===== config.mk =====
export PLATFORM = sky130hd
export DESIGN_NAME = mpt_req_fetch_flat
export DESIGN_NICKNAME = d
export VERILOG_FILES = /design/src/rtl/mpt_req_fetch_if.sv /design/src/rtl/mpt_req_fetch.sv /design/src/flat_wrapper.sv
export SDC_FILE = /design/constraint.sdc
export NUM_CORES = 1
export LEC_CHECK = 0
export BUFFER_PORTS_ARGS = -buffer_cell sky130_fd_sc_hd__buf_2
export CORE_AREA = 10 10 469 471
export DETAILED_ROUTE_END_ITERATION = 6
export DIE_AREA = 0 0 479 481
export MAX_ROUTING_LAYER = met4
export SYNTH_ARGS = -nofsm -noshare
export SYNTH_HDL_FRONTEND = slang
export SYNTH_SLANG_ARGS = --single-unit

===== constraint.sdc =====
create_clock -name clk -period 6.6 [get_ports clk]
set_input_delay 0.33 -clock clk [delete_from_list [all_inputs] [get_ports clk]]
set_output_delay 0.33 -clock clk [all_outputs]
set_load 0.02 [all_outputs]

===== src/rtl/mpt_req_fetch_if.sv =====
// Request handshake from the fetch stage into the MPT lookup pipeline.
// The master side (mpt_req_fetch) drives the request; the slave side accepts it.
interface mpt_req_fetch_if #(
    parameter int REQ_WIDTH = 128,
    parameter int IDX_WIDTH = 3
);
    logic                 o_req_valid;
    logic [REQ_WIDTH-1:0] ov_req_data;
    logic [IDX_WIDTH-1:0] ov_req_chnl;
    logic                 i_req_ready;

    modport master (
        output o_req_valid,
        output ov_req_data,
        output ov_req_chnl,
        input  i_req_ready
    );

    modport slave (
        input  o_req_valid,
        input  ov_req_data,
        input  ov_req_chnl,
        output i_req_ready
    );
endinterface


===== src/rtl/mpt_req_fetch.sv =====
// Pops one request from the channel chosen by the select controller, acknowledges
// the pop, and hands the request with its channel index to the MPT lookup pipeline.
module mpt_req_fetch #(
    parameter int CHANNEL_NUM   = 8,
    parameter int CHANNEL_WIDTH = 9,
    parameter int REQ_WIDTH     = 128,
    parameter int IDX_WIDTH     = 3
) (
    input  logic                             clk,
    input  logic                             rst,
    input  logic [CHANNEL_WIDTH-1:0]         iv_selected_channel,
    output logic                             o_req_read_already,
    input  logic [CHANNEL_NUM-1:0]           iv_req_empty,
    output logic [CHANNEL_NUM-1:0]           ov_req_rd_en,
    input  logic [CHANNEL_NUM*REQ_WIDTH-1:0] iv_req_dout,
    mpt_req_fetch_if.master                  req_if,
    output logic                             o_sel_err,
    output logic [31:0]                      ov_fetch_cnt
);

    typedef enum logic [1:0] {
        IDLE    = 2'd0,
        RD_WAIT = 2'd1,
        OUT     = 2'd2
    } state_t;

    state_t state;

    logic                   sel_ready;
    logic [CHANNEL_NUM-1:0] sel_field;
    logic [IDX_WIDTH-1:0]   sel_idx;
    logic [CHANNEL_NUM-1:0] sel_onehot;
    logic                   sel_empty;
    logic                   fetch;
    logic [REQ_WIDTH-1:0]   dout_sel;

    function automatic logic [IDX_WIDTH-1:0] lowest_idx(input logic [CHANNEL_NUM-1:0] f);
        lowest_idx = '0;
        for (int i = CHANNEL_NUM - 1; i >= 0; i--) begin
            if (f[i]) lowest_idx = IDX_WIDTH'(i);
        end
    endfunction

    function automatic logic is_multi_hot(input logic [CHANNEL_NUM-1:0] f);
        is_multi_hot = (f & (f - CHANNEL_NUM'(1))) != '0;
    endfunction

    assign sel_ready = iv_selected_channel[CHANNEL_WIDTH-1];
    assign sel_field = iv_selected_channel[CHANNEL_NUM-1:0];

    // A multi-hot field is resolved to its lowest set bit; the error flag records it.
    always_comb begin
        sel_idx      = lowest_idx(sel_field);
        sel_onehot   = CHANNEL_NUM'(1) << sel_idx;
        sel_empty    = |(sel_onehot & iv_req_empty);
        fetch        = (state == IDLE) && sel_ready && (sel_field != '0) && !sel_empty;
        ov_req_rd_en = fetch ? sel_onehot : '0;
    end

    always_comb begin
        dout_sel = '0;
        for (int i = 0; i < CHANNEL_NUM; i++) begin
            if (req_if.ov_req_chnl == IDX_WIDTH'(i))
                dout_sel = iv_req_dout[i*REQ_WIDTH +: REQ_WIDTH];
        end
    end

    // Ready is only examined in IDLE, so a Ready still high during RD_WAIT can
    // never trigger a second pop of the same selection.
    always_ff @(posedge clk or posedge rst) begin
        if (rst) begin
            state              <= IDLE;
            o_req_read_already <= 1'b0;
            req_if.o_req_valid <= 1'b0;
            req_if.ov_req_data <= '0;
            req_if.ov_req_chnl <= '0;
            o_sel_err          <= 1'b0;
            ov_fetch_cnt       <= '0;
        end else begin
            o_req_read_already <= 1'b0;
            case (state)
                IDLE: begin
                    if (sel_ready && ((sel_field == '0) || is_multi_hot(sel_field)))
                        o_sel_err <= 1'b1;
                    if (fetch) begin
                        req_if.ov_req_chnl <= sel_idx;
                        o_req_read_already <= 1'b1;
                        state              <= RD_WAIT;
                    end
                end
                RD_WAIT: begin
                    req_if.ov_req_data <= dout_sel;
                    req_if.o_req_valid <= 1'b1;
                    ov_fetch_cnt       <= ov_fetch_cnt + 32'd1;
                    state              <= OUT;
                end
                OUT: begin
                    if (req_if.i_req_ready) begin
                        req_if.o_req_valid <= 1'b0;
                        state              <= IDLE;
                    end
                end
                default: state <= IDLE;
            endcase
        end
    end

endmodule


===== src/flat_wrapper.sv =====
// flat-port wrapper written by rule: the top's interface ports become plain ports
module mpt_req_fetch_flat 
#(
    parameter int CHANNEL_NUM   = 8,
    parameter int CHANNEL_WIDTH = 9,
    parameter int REQ_WIDTH     = 128,
    parameter int IDX_WIDTH     = 3
)
  (clk, rst, iv_selected_channel, o_req_read_already, iv_req_empty, ov_req_rd_en, iv_req_dout, o_sel_err, ov_fetch_cnt, req_if_o_req_valid, req_if_ov_req_data, req_if_ov_req_chnl, req_if_i_req_ready);
  mpt_req_fetch_if #(.REQ_WIDTH(REQ_WIDTH), .IDX_WIDTH(IDX_WIDTH)) req_if_i ();
  input  logic clk;
  input  logic rst;
  input  logic [CHANNEL_WIDTH-1:0] iv_selected_channel;
  output logic o_req_read_already;
  input  logic [CHANNEL_NUM-1:0] iv_req_empty;
  output logic [CHANNEL_NUM-1:0] ov_req_rd_en;
  input  logic [CHANNEL_NUM*REQ_WIDTH-1:0] iv_req_dout;
  output logic o_sel_err;
  output logic [31:0] ov_fetch_cnt;
  output wire logic [$bits(req_if_i.o_req_valid)-1:0] req_if_o_req_valid;
  output wire logic [$bits(req_if_i.ov_req_data)-1:0] req_if_ov_req_data;
  output wire logic [$bits(req_if_i.ov_req_chnl)-1:0] req_if_ov_req_chnl;
  input wire logic [$bits(req_if_i.i_req_ready)-1:0] req_if_i_req_ready;
  assign req_if_o_req_valid = req_if_i.o_req_valid;
  assign req_if_ov_req_data = req_if_i.ov_req_data;
  assign req_if_ov_req_chnl = req_if_i.ov_req_chnl;
  assign req_if_i.i_req_ready = req_if_i_req_ready;
  mpt_req_fetch #(.CHANNEL_NUM(CHANNEL_NUM), .CHANNEL_WIDTH(CHANNEL_WIDTH), .REQ_WIDTH(REQ_WIDTH), .IDX_WIDTH(IDX_WIDTH)) u_core (.clk(clk), .rst(rst), .iv_selected_channel(iv_selected_channel), .o_req_read_already(o_req_read_already), .iv_req_empty(iv_req_empty), .ov_req_rd_en(ov_req_rd_en), .iv_req_dout(iv_req_dout), .req_if(req_if_i), .o_sel_err(o_sel_err), .ov_fetch_cnt(ov_fetch_cnt));
endmodule

==> metrics.txt <==
total power 7.99 mW; Final HPWL DP 188000 µm; first-pass GRT wire length 256000 µm; Setup CP Type reg2reg; Die Y 481 µm; crit path from u_core.req_if.ov_req_chnl[2]; post-CTS setup buffer count 0; setup TNS 0 ps; most area-hungry cell type in the Yosys netlist dfrtp_1; FF+latch area 4220 µm²; Global Route Usage Sum 17.9%; Root Buffer clkbuf_16; multi-input logic area 9330 µm²; Fmax 274 MHz; startpoint class of the critical path flip-flop; routability cong. 1.07; Worst Skew 32.4 ps; Site Rows 169; crit path max fanout 56; Max-Cap Viols 1; worst-path cell chain buf_4 > buf_4 > nand2_2 > o221a_1 > o21ai_1; relative slew slack -6.51%; initial core utilization 6.74%; EDFF count, synth 0; number of iterations in the first detailed-routing pass 6; Fin. Hold Viols 0; CTS tree done; fillcell total 24.5k; Ports 1218; Synth Instances 1665; worst vdd ir 0.209 mV; WL/cell 35.9 µm; reg-to-reg critical path endpoint u_core.req_if.ov_req_data[64]; RSZ-0062 raised after global routing false; top-area cell type share of the netlist area 29.6%; clock latency on the worst-skew pair 570 ps; IO Port Bufs 1217; post-synthesis register bit count 168; Cell Pwr Density 321 nW/µm²; Iteration-0 DRC Markers 2554; Final ANT Viol Nets 0; period utilisation layout 55.2%; core outline area 211000 µm²; vias in the first global route 20.5k; Slew Limit Fails 2; total CTS buffers 17; cells on worst reg2reg path 5; Clock Path Buffers 2; most common cell in the netlist nand2_1; DR DRC count 0; failing checks max-capacitance violations, max-slew violations; GR Overflow Total 0; WP data required 7070 ps; Synth Cell Area 14200 µm²; most used cell, CP buf_4; Hold WC Path Type in2reg; WL final 210000 µm; Synth top cells by count 342 x nand2_1, 168 x dfrtp_1, 130 x nor2_1; Clock Pin Slew Worst Setup and Hold Paths 90 ps; H-tree depth 4; Layout area overhead 75.2%; Yosys cell types 54; critical path capture point type flip-flop; die width 479 µm; # nets final 3830; # setup viols final 0; die footprint 230000 µm²; reg2reg start u_core.req_if.ov_req_chnl[2]; drt via density 3.67; share of cells above drive strength 1 48.6%; WHS 73.5 ps; synthesis warning total 0; Slowest-stage cell, CP buf_4; Avg Cell Area, Syn 8.54 µm²; Post-synth top flop dfrtp_1; CP max stage delay 790 ps; Tmin final 3650 ps; vias 21.5k; CP arrival 4110 ps; largest net degree at the start of global routing 93; Worst Max-Slew Pin Slew 1550 ps; fin util 11.8%; Setup crit end u_core.req_if.ov_req_data[64]; Syn Nets 2710; CTS Sinks 168; initial antenna violation count 398; R2R Setup Slk 2950 ps; top post-synthesis cells by area dfrtp_1 30%, mux2_1 9.2%, nand2_1 9.0%, mux4_2 8.1%, mux2i_1 4.5%; outcome complete, but fails checks; P_leak 10.6 nW; register area share after synthesis 29.6%; ys async rst share 100%
## layout make-up
class	count	area share, %
antenna	241	2.42
clock buffer	17	1.71
clock inverter	15	0.839
inverter	9	0.166
multi-input combinational	1320	37.4
sequential	168	16.9
tap	2821	14.2
timing repair buffer	1269	26.3
## worst min path at each step
stage | startpoint | endpoint | slack [ps] | cells past startpoint
after floorplan | u_core.state[1] | u_core.req_if.o_req_valid | 470 | 1
after global placement | u_core.o_sel_err | u_core.o_sel_err | 450 | 1
after detailed placement | u_core.req_if.ov_req_data[62] | u_core.req_if.ov_req_data[62] | 460 | 2
after CTS | iv_req_dout[930] | u_core.req_if.ov_req_data[34] | 0.08 | 3
after global routing | iv_req_dout[1018] | u_core.req_if.ov_req_data[122] | 40 | 3
final | iv_req_dout[958] | u_core.req_if.ov_req_data[62] | 70 | 3
## repair_timing
action / CTS / global route
endpoints found under the hold margin: 107 / 0
endpoints found under the setup margin: 0 / 0
gates resized for setup: 0 / 0
hold buffers: 20 / 0
## flip-flops by register name, summed over array words and instances, names as in the netlist
signal / count
u_core.o_req_read_already: 1
u_core.req_if.ov_req_data: 128
u_core.req_if.ov_req_chnl: 3
u_core.ov_fetch_cnt: 32
u_core.state: 2
u_core.o_sel_err: 1
u_core.req_if.o_req_valid: 1
## layer usage
metal	routed length (µm)	vias up	GRT usage (%)
li1	-	8902	-
met1	79800	10164	19.3
met2	87100	2011	25.9
met3	36000	431	12.8
met4	7620	0	5.10
met5	0	-	-
## cells by family (layout without fill, tap and decap cells)
group           count (synthesis)  after routing  share of synthesized area, %
fa+ha+maj                       1              1                        0.0880
buf+inv                       177           1310                          5.18
simple gates                  525            525                          15.1
flops                         168            168                          29.6
mux                           231            231                          21.8
compound gates                530            530                          26.2
xor+xnor                       33             33                          2.03
other cells                     0            241                             0
## power by group
group	total [mW]	internal, mW	switching, mW	leakage, nW
registers	1.71	1.43	0.282	2.09
logic	4.99	1.55	3.44	8.22
clock network	1.28	0.585	0.698	0.308
total	7.99	3.57	4.42	10.6
## cell usage in the layout, fill, tap and decap left out, types with 31 or more instances in the layout
cell type  instances
buf_2           1217
nand2_1          341
diode_2          241
dfrtp_1          165
nor2_1           128
mux2_1           116
a21oi_1           96
mux2i_1           64
o21ai_0           63
o21ai_1           60
a221oi_1          58
a41oi_1           58
o31ai_1           58
mux4_2            51
a22o_1            31
o221a_1           31
## through the flow
| stage | worst slack [ps] | std cells | area, µm² |
|---|---|---|---|
| after global placement | 2970 | 5567 | 23500 |
| final | 2950 | 5860 | 24900 |
| after detailed placement | 2860 | 5567 | 23500 |
| after CTS | 2840 | 5619 | 24300 |
| after global routing | 2730 | 5833 | 24800 |
| after floorplan | 1720 | 1665 | 14200 |
## worst max-delay path, delay by kind of cell, from the launching register on
family	cells	cell delay, ps
buf+inv	2	1480
simple gates	1	730
flops	1	690
compound gates	2	630
Note: power is estimated with default switching activity, not from simulation.
